**config.mk**
```make
export PLATFORM = sky130hd
export DESIGN_NAME = cordic_engine
export DESIGN_NICKNAME = d
export VERILOG_FILES = /design/src/rtl/cordic_engine.sv
export SDC_FILE = /design/constraint.sdc
export NUM_CORES = 2
export LEC_CHECK = 0
export ABC_AREA = 1
export CAP_MARGIN = 0
export CORE_ASPECT_RATIO = 0.6
export CORE_MARGIN = 2
export CORE_UTILIZATION = 24
export DETAILED_ROUTE_END_ITERATION = 7
export SYNTH_ARGS = -nofsm -noshare
export SYNTH_HDL_FRONTEND = slang
export SYNTH_SLANG_ARGS = --single-unit
export TNS_END_PERCENT = 30
```
**constraint.sdc**
```tcl
create_clock -name aclk -period 85.3 [get_ports aclk]
set_clock_uncertainty 0.05 [all_clocks]
set_input_delay 17.06 -clock aclk [delete_from_list [all_inputs] [get_ports aclk]]
set_output_delay 17.06 -clock aclk [all_outputs]
set_load 0.005 [all_outputs]
```
**src/rtl/cordic_engine.sv**
```systemverilog
// Pipelined CORDIC (rotation/vectoring) with quadrant pre-rotation and output saturation.
// Define CORDIC_GAIN_COMP_EN to scale x/y by 1/K in the output stage.
module cordic_engine #(
    parameter int unsigned DATA_WIDTH    = 16,
    parameter int unsigned ITERATION_CNT = 14,
    parameter int unsigned TAG_WIDTH     = 8
) (
    input  logic                         aclk,
    input  logic                         areset,
    input  logic                         s_valid,
    output logic                         s_ready,
    input  logic                         s_mode,
    input  logic [TAG_WIDTH-1:0]         s_tag,
    input  logic signed [DATA_WIDTH-1:0] s_x,
    input  logic signed [DATA_WIDTH-1:0] s_y,
    input  logic [31:0]                  s_z,
    output logic                         m_valid,
    input  logic                         m_ready,
    output logic [TAG_WIDTH-1:0]         m_tag,
    output logic signed [DATA_WIDTH-1:0] m_x,
    output logic signed [DATA_WIDTH-1:0] m_y,
    output logic [31:0]                  m_z
);

    localparam int unsigned IW = DATA_WIDTH + 2;
    localparam int unsigned N  = ITERATION_CNT;
    localparam logic signed [IW-1:0] SMAX = {3'b000, {(DATA_WIDTH-1){1'b1}}};
    localparam logic signed [IW-1:0] SMIN = {3'b111, {(DATA_WIDTH-1){1'b0}}};

    function automatic logic [31:0] atan_lut(input int unsigned i);
        case (i)
            0:  atan_lut = 32'h2000_0000;
            1:  atan_lut = 32'h12E4_051E;
            2:  atan_lut = 32'h09FB_385B;
            3:  atan_lut = 32'h0511_11D4;
            4:  atan_lut = 32'h028B_0D43;
            5:  atan_lut = 32'h0145_D7E1;
            6:  atan_lut = 32'h00A2_F61E;
            7:  atan_lut = 32'h0051_7C55;
            8:  atan_lut = 32'h0028_BE53;
            9:  atan_lut = 32'h0014_5F2F;
            10: atan_lut = 32'h000A_2F98;
            11: atan_lut = 32'h0005_17CC;
            12: atan_lut = 32'h0002_8BE6;
            13: atan_lut = 32'h0001_45F3;
            14: atan_lut = 32'h0000_A2FA;
            15: atan_lut = 32'h0000_517D;
            16: atan_lut = 32'h0000_28BE;
            17: atan_lut = 32'h0000_145F;
            18: atan_lut = 32'h0000_0A30;
            19: atan_lut = 32'h0000_0518;
            20: atan_lut = 32'h0000_028C;
            21: atan_lut = 32'h0000_0146;
            22: atan_lut = 32'h0000_00A3;
            23: atan_lut = 32'h0000_0051;
            24: atan_lut = 32'h0000_0029;
            25: atan_lut = 32'h0000_0014;
            26: atan_lut = 32'h0000_000A;
            27: atan_lut = 32'h0000_0005;
            28: atan_lut = 32'h0000_0003;
            29: atan_lut = 32'h0000_0001;
            default: atan_lut = '0;
        endcase
    endfunction

    function automatic logic signed [DATA_WIDTH-1:0] sat(input logic signed [IW-1:0] v);
        if (v > SMAX)      sat = SMAX[DATA_WIDTH-1:0];
        else if (v < SMIN) sat = SMIN[DATA_WIDTH-1:0];
        else               sat = v[DATA_WIDTH-1:0];
    endfunction

`ifdef CORDIC_GAIN_COMP_EN
    localparam int unsigned KC_INT = $rtoi(0.607253 * (2.0 ** (DATA_WIDTH + 1)) + 0.5);
    localparam logic [IW-1:0] KC = KC_INT[IW-1:0];
    localparam int unsigned PW = 2 * IW + 1;
    localparam logic signed [PW-1:0] HALF = {{(PW-DATA_WIDTH-1){1'b0}}, 1'b1, {DATA_WIDTH{1'b0}}};

    function automatic logic signed [IW-1:0] gain(input logic signed [IW-1:0] v);
        logic signed [PW-1:0] p;
        p = PW'(v) * PW'($signed({1'b0, KC}));
        p = (p + HALF) >>> (DATA_WIDTH + 1);
        gain = IW'(p);
    endfunction
`endif

    // Index 0 is the pre-rotation stage, index i+1 the output of micro-rotation i.
    logic                  v_s   [0:N];
    logic                  md_s  [0:N];
    logic [TAG_WIDTH-1:0]  tag_s [0:N];
    logic signed [IW-1:0]  x_s   [0:N];
    logic signed [IW-1:0]  y_s   [0:N];
    logic [31:0]           z_s   [0:N];

    logic signed [IW-1:0]  x_n   [0:N];
    logic signed [IW-1:0]  y_n   [0:N];
    logic [31:0]           z_n   [0:N];
    logic signed [IW-1:0]  sx, sy;
    logic                  flip;
    logic signed [DATA_WIDTH-1:0] ox, oy;
    logic                  ce;

    assign ce      = m_ready | ~m_valid;
    assign s_ready = ce & ~areset;

    always_comb begin
        sx   = IW'(s_x);
        sy   = IW'(s_y);
        // Fold the left half-plane onto the right so the micro-rotations only cover +-90 deg.
        flip = s_mode ? s_x[DATA_WIDTH-1] : (s_z[31] ^ s_z[30]);
        x_n[0] = flip ? -sx : sx;
        y_n[0] = flip ? -sy : sy;
        z_n[0] = flip ? s_z + 32'h8000_0000 : s_z;
        for (int unsigned i = 0; i < N; i++) begin
            if (md_s[i] ? y_s[i][IW-1] : ~z_s[i][31]) begin
                x_n[i+1] = x_s[i] - (y_s[i] >>> i);
                y_n[i+1] = y_s[i] + (x_s[i] >>> i);
                z_n[i+1] = z_s[i] - atan_lut(i);
            end else begin
                x_n[i+1] = x_s[i] + (y_s[i] >>> i);
                y_n[i+1] = y_s[i] - (x_s[i] >>> i);
                z_n[i+1] = z_s[i] + atan_lut(i);
            end
        end
`ifdef CORDIC_GAIN_COMP_EN
        ox = sat(gain(x_s[N]));
        oy = sat(gain(y_s[N]));
`else
        ox = sat(x_s[N]);
        oy = sat(y_s[N]);
`endif
    end

    always_ff @(posedge aclk) begin
        if (areset) begin
            for (int unsigned i = 0; i <= N; i++) begin
                v_s[i]   <= 1'b0;
                md_s[i]  <= 1'b0;
                tag_s[i] <= '0;
                x_s[i]   <= '0;
                y_s[i]   <= '0;
                z_s[i]   <= '0;
            end
            m_valid <= 1'b0;
            m_tag   <= '0;
            m_x     <= '0;
            m_y     <= '0;
            m_z     <= '0;
        end else if (ce) begin
            v_s[0]   <= s_valid;
            md_s[0]  <= s_mode;
            tag_s[0] <= s_tag;
            for (int unsigned i = 1; i <= N; i++) begin
                v_s[i]   <= v_s[i-1];
                md_s[i]  <= md_s[i-1];
                tag_s[i] <= tag_s[i-1];
            end
            for (int unsigned i = 0; i <= N; i++) begin
                x_s[i] <= x_n[i];
                y_s[i] <= y_n[i];
                z_s[i] <= z_n[i];
            end
            m_valid <= v_s[N];
            m_tag   <= tag_s[N];
            m_x     <= ox;
            m_y     <= oy;
            m_z     <= z_s[N];
        end
    end

endmodule

```
==> metrics.txt <==
# TYPE chip_impl_metric gauge
chip_impl_info{name="run_status",value="complete, no violations"} 1
chip_impl_metric{name="achievable-frequency",unit="MHz"} 28.1
chip_impl_metric{name="clk_pin_slew_worst_paths",unit="ps"} 60
chip_impl_metric{name="synth_seq_cells",unit=""} 1241
chip_impl_metric{name="drtAntennaViolNets",unit=""} 0
chip_impl_metric{name="layout.nets",unit=""} 15100
chip_impl_metric{name="dieHeight",unit="um"} 508
chip_impl_metric{name="detailed_place_hpwl",unit="mm"} 255
chip_impl_metric{name="drv.max_cap_violation_count",unit=""} 0
chip_impl_metric{name="die_x",unit="um"} 844
chip_impl_metric{name="grt_use_met3",unit="%"} 4.45
chip_impl_metric{name="post_route_cells_drive_above_1_share",unit="%"} 2.50
chip_impl_metric{name="floorplan.core_area",unit="um^2"} 420000
chip_impl_metric{name="fp.dieArea",unit="um^2"} 428000
chip_impl_metric{name="dr.pass1.iters",unit=""} 7
chip_impl_metric{name="clock_tree.buffer_depth",unit=""} 4
chip_impl_metric{name="synth.avg_cell_area",unit="um^2"} 7.28
chip_impl_metric{name="period_share",unit="%"} 41.8
chip_impl_metric{name="row_count",unit=""} 184
chip_impl_metric{name="grt_pass1_wl",unit="mm"} 501
chip_impl_metric{name="synth.cell_area",unit="um^2"} 102000
chip_impl_metric{name="totalNegativeSetupSlack",unit="ps"} 0
chip_impl_metric{name="relSlewSlack",unit="%"} 6.69
chip_impl_metric{name="synth_sequential_area_ratio",unit="%"} 36.0
chip_impl_metric{name="synth_edf_count",unit=""} 1168
chip_impl_info{name="worstHoldPathType",value="flop to flop"} 1
chip_impl_metric{name="grt_antenna_before_repair",unit=""} 10
chip_impl_info{name="rsz_0062_raised_after_global_routing",value="false"} 1
chip_impl_metric{name="grt_max_degree",unit=""} 168
chip_impl_metric{name="ctsHtreeMaxLevel",unit=""} 4
chip_impl_info{name="yosys_most_used_dff",value="sky130_fd_sc_hd__edfxtp_1"} 1
chip_impl_metric{name="timing.reg2reg.setup_slack",unit="ps"} 79740
chip_impl_metric{name="io_buffer_count",unit=""} 150
chip_impl_metric{name="routed_wl",unit="mm"} 323
chip_impl_metric{name="grt_util_met2",unit="%"} 16.2
chip_impl_metric{name="initial_core_util",unit="%"} 24.2
chip_impl_metric{name="detailedRoute.firstIterationViolations",unit=""} 10400
chip_impl_metric{name="gp_routability_congestion",unit=""} 0.975
chip_impl_info{name="worst_setup_path_start_kind",value="primary input"} 1
chip_impl_metric{name="synth_nets",unit=""} 15000
chip_impl_metric{name="cts.sink_count",unit=""} 1241
chip_impl_metric{name="post_synth_inst_count",unit=""} 14000
chip_impl_metric{name="postCtsSetupRepairBufs",unit=""} 0
chip_impl_metric{name="detail_route.drc_violations",unit=""} 0
chip_impl_metric{name="worst-endpoint-arrival",unit="ps"} 18520
chip_impl_metric{name="holdBufCountCts",unit=""} 0
chip_impl_metric{name="post_cts_sizing",unit=""} 0
chip_impl_metric{name="worst-slew-pin-transition",unit="ps"} 1400
chip_impl_metric{name="top_level_ports",unit=""} 151
chip_impl_metric{name="yosys.cell_types.count",unit=""} 54
chip_impl_info{name="crit_path_end_kind",value="output pin"} 1
chip_impl_metric{name="syn2layout_area_growth",unit="%"} 12.6
chip_impl_info{name="cts-root-buf",value="sky130_fd_sc_hd__clkbuf_16"} 1
chip_impl_metric{name="yosys_synthesis_warning_count",unit=""} 0
chip_impl_metric{name="dr_total_vias",unit=""} 94200
chip_impl_metric{name="cts-buffers-inserted",unit=""} 151
chip_impl_info{name="cts_tree",value="done"} 1
chip_impl_metric{name="critPathRequiredTime",unit="ps"} 68190
chip_impl_metric{name="final_period_minus_worst_setup_slack",unit="ps"} 35630
chip_impl_metric{name="avgRoutedWirePerCell",unit="um"} 16.3
chip_impl_metric{name="grt_pass1_vias",unit=""} 84200
chip_impl_metric{name="final_max_slew_viol_count",unit=""} 0
chip_impl_metric{name="timing.critical_path.fanout_max",unit=""} 3
chip_impl_metric{name="finalHoldViolations",unit=""} 0
chip_impl_info{name="global_route.peak_usage_layer",value="met1"} 1
chip_impl_metric{name="grt_util_all_layers",unit="%"} 14.6
chip_impl_metric{name="hold_ws",unit="ps"} 386
chip_impl_metric{name="vias_per_cell",unit=""} 4.76
chip_impl_info{name="crit_type",value="primary input to output pin"} 1
chip_impl_metric{name="grt.overflow.total",unit=""} 0
chip_impl_metric{name="globalRouteMet1Util",unit="%"} 25.7
chip_impl_metric{name="async_reset_ff_share",unit="%"} 0
chip_impl_metric{name="setup_viol_count_final",unit=""} 0
chip_impl_metric{name="worstSkewPairLatency",unit="ps"} 890
cell usage in the layout, fill, tap and decap left out, types with 41 or more instances in the layout:
| cell type | netlist | final |
|---|---|---|
| sky130_fd_sc_hd__a21o_1 | 145 | 145 |
| sky130_fd_sc_hd__a21oi_1 | 1498 | 1498 |
| sky130_fd_sc_hd__a31oi_1 | 54 | 54 |
| sky130_fd_sc_hd__buf_4 | 9 | 49 |
| sky130_fd_sc_hd__clkbuf_16 | 0 | 157 |
| sky130_fd_sc_hd__clkdlybuf4s50_1 | 0 | 149 |
| sky130_fd_sc_hd__dfxtp_1 | 73 | 73 |
| sky130_fd_sc_hd__edfxtp_1 | 1168 | 1168 |
| sky130_fd_sc_hd__fa_1 | 43 | 43 |
| sky130_fd_sc_hd__ha_1 | 929 | 929 |
| sky130_fd_sc_hd__inv_1 | 1739 | 1738 |
| sky130_fd_sc_hd__nand2_1 | 3154 | 3153 |
| sky130_fd_sc_hd__nand3_1 | 802 | 802 |
| sky130_fd_sc_hd__nand4_1 | 99 | 99 |
| sky130_fd_sc_hd__nor2_1 | 2124 | 2123 |
| sky130_fd_sc_hd__nor3_1 | 245 | 245 |
| sky130_fd_sc_hd__o21a_1 | 72 | 72 |
| sky130_fd_sc_hd__o21ai_0 | 927 | 927 |
| sky130_fd_sc_hd__o21ai_1 | 42 | 41 |
| sky130_fd_sc_hd__o21bai_1 | 103 | 103 |
| sky130_fd_sc_hd__xnor2_1 | 42 | 42 |
| sky130_fd_sc_hd__xor2_1 | 206 | 206 |
cells by family (layout without fill, tap and decap cells):
logic type,Yosys count,after routing,share of synthesized area (%)
AND/OR/NAND/NOR,6581,6581,26.4
AO/OA/AOI/OAI,2948,2948,15.7
buffers and inverters,1963,2217,7.43
flip-flops,1241,1241,36.0
adder cells (fa/ha/maj),972,972,12.3
XOR/XNOR,251,251,2.20
other,0,1,0
cell usage after synthesis (6+ instances only):
cell | count | area [um^2]
sky130_fd_sc_hd__nand2_1 | 3154 | 11800
sky130_fd_sc_hd__nor2_1 | 2124 | 7970
sky130_fd_sc_hd__inv_1 | 1739 | 6530
sky130_fd_sc_hd__a21oi_1 | 1498 | 7500
sky130_fd_sc_hd__edfxtp_1 | 1168 | 35100
sky130_fd_sc_hd__ha_1 | 929 | 11600
sky130_fd_sc_hd__o21ai_0 | 927 | 4640
sky130_fd_sc_hd__nand3_1 | 802 | 4010
sky130_fd_sc_hd__nor3_1 | 245 | 1230
sky130_fd_sc_hd__xor2_1 | 206 | 1800
sky130_fd_sc_hd__a21o_1 | 145 | 1090
sky130_fd_sc_hd__o21bai_1 | 103 | 773
sky130_fd_sc_hd__nand4_1 | 99 | 619
sky130_fd_sc_hd__buf_2 | 87 | 435
sky130_fd_sc_hd__clkbuf_1 | 87 | 327
sky130_fd_sc_hd__dfxtp_1 | 73 | 1460
sky130_fd_sc_hd__o21a_1 | 72 | 541
sky130_fd_sc_hd__a31oi_1 | 54 | 338
sky130_fd_sc_hd__fa_1 | 43 | 861
sky130_fd_sc_hd__o21ai_1 | 42 | 210
sky130_fd_sc_hd__xnor2_1 | 42 | 368
sky130_fd_sc_hd__a21boi_0 | 40 | 300
sky130_fd_sc_hd__nor3b_1 | 40 | 300
sky130_fd_sc_hd__nand3b_1 | 37 | 278
sky130_fd_sc_hd__buf_1 | 24 | 90.1
sky130_fd_sc_hd__nor4_1 | 23 | 144
sky130_fd_sc_hd__or2_2 | 22 | 138
sky130_fd_sc_hd__o21ai_2 | 21 | 184
sky130_fd_sc_hd__o31ai_1 | 21 | 158
sky130_fd_sc_hd__and2_1 | 13 | 81.3
sky130_fd_sc_hd__inv_2 | 11 | 41.3
sky130_fd_sc_hd__o211ai_1 | 11 | 82.6
sky130_fd_sc_hd__buf_4 | 9 | 67.6
sky130_fd_sc_hd__nand2_2 | 6 | 37.5
state kept, by name, summed over array words and instances (netlist names):
name / flops
m_y: 16
z_s: 480
v_s: 15
tag_s: 120
m_valid: 1
m_tag: 8
x_s: 270
md_s: 14
y_s: 269
m_x: 16
m_z: 32
worst max-delay path, cell delays in order:
cell,delay (ps)
sky130_fd_sc_hd__clkdlybuf4s50_1,500
sky130_fd_sc_hd__nor2_4,70
sky130_fd_sc_hd__nor2_4,290
sky130_fd_sc_hd__clkdlybuf4s50_1,580
through the flow:
stage / instances / instance area [um^2] / worst slack [ps] / util [%]
6_report: 19800 / 114000 / 49670 / 27.2
5_1_grt: 19800 / 114000 / 49590 / 27.2
4_1_cts: 19800 / 114000 / 49590 / 27.2
3_5_place_dp: 19500 / 110000 / 49590 / 26.1
3_3_place_gp: 19500 / 110000 / 49620 / 26.1
2_1_floorplan: 14000 / 102000 / 40660 / -
worst paths after layout:
path,start,to,cells after the start
worst min-delay path,tag_s[9][2],tag_s[10][2],2
worst max register to register,m_valid,x_s[0][14],8
worst max-delay path,m_ready,s_ready,4
worst min register to register,tag_s[9][2],tag_s[10][2],2
cell type report:
| type | instances | area, um^2 |
|---|---|---|
| diodes | 1 | 2.50 |
| clock buffers | 186 | 4060 |
| clock inverters | 77 | 746 |
| fillers | 46000 | 306000 |
| inverters | 1752 | 6590 |
| multi-input cells | 10800 | 57500 |
| flip-flops and latches | 1241 | 36500 |
| well taps | 5580 | 6980 |
| repair buffers | 202 | 1930 |
layer usage:
metal / vias up / wire (um)
met3: 227 / 38100
met5: - / 13
met2: 3596 / 100000
met1: 43000 / 182000
li1: 47300 / -
met4: 2 / 3360
Power is left out: the tool's default activity adds up to more than one toggle a clock period on the data nets, which glitch-free logic cannot reach.
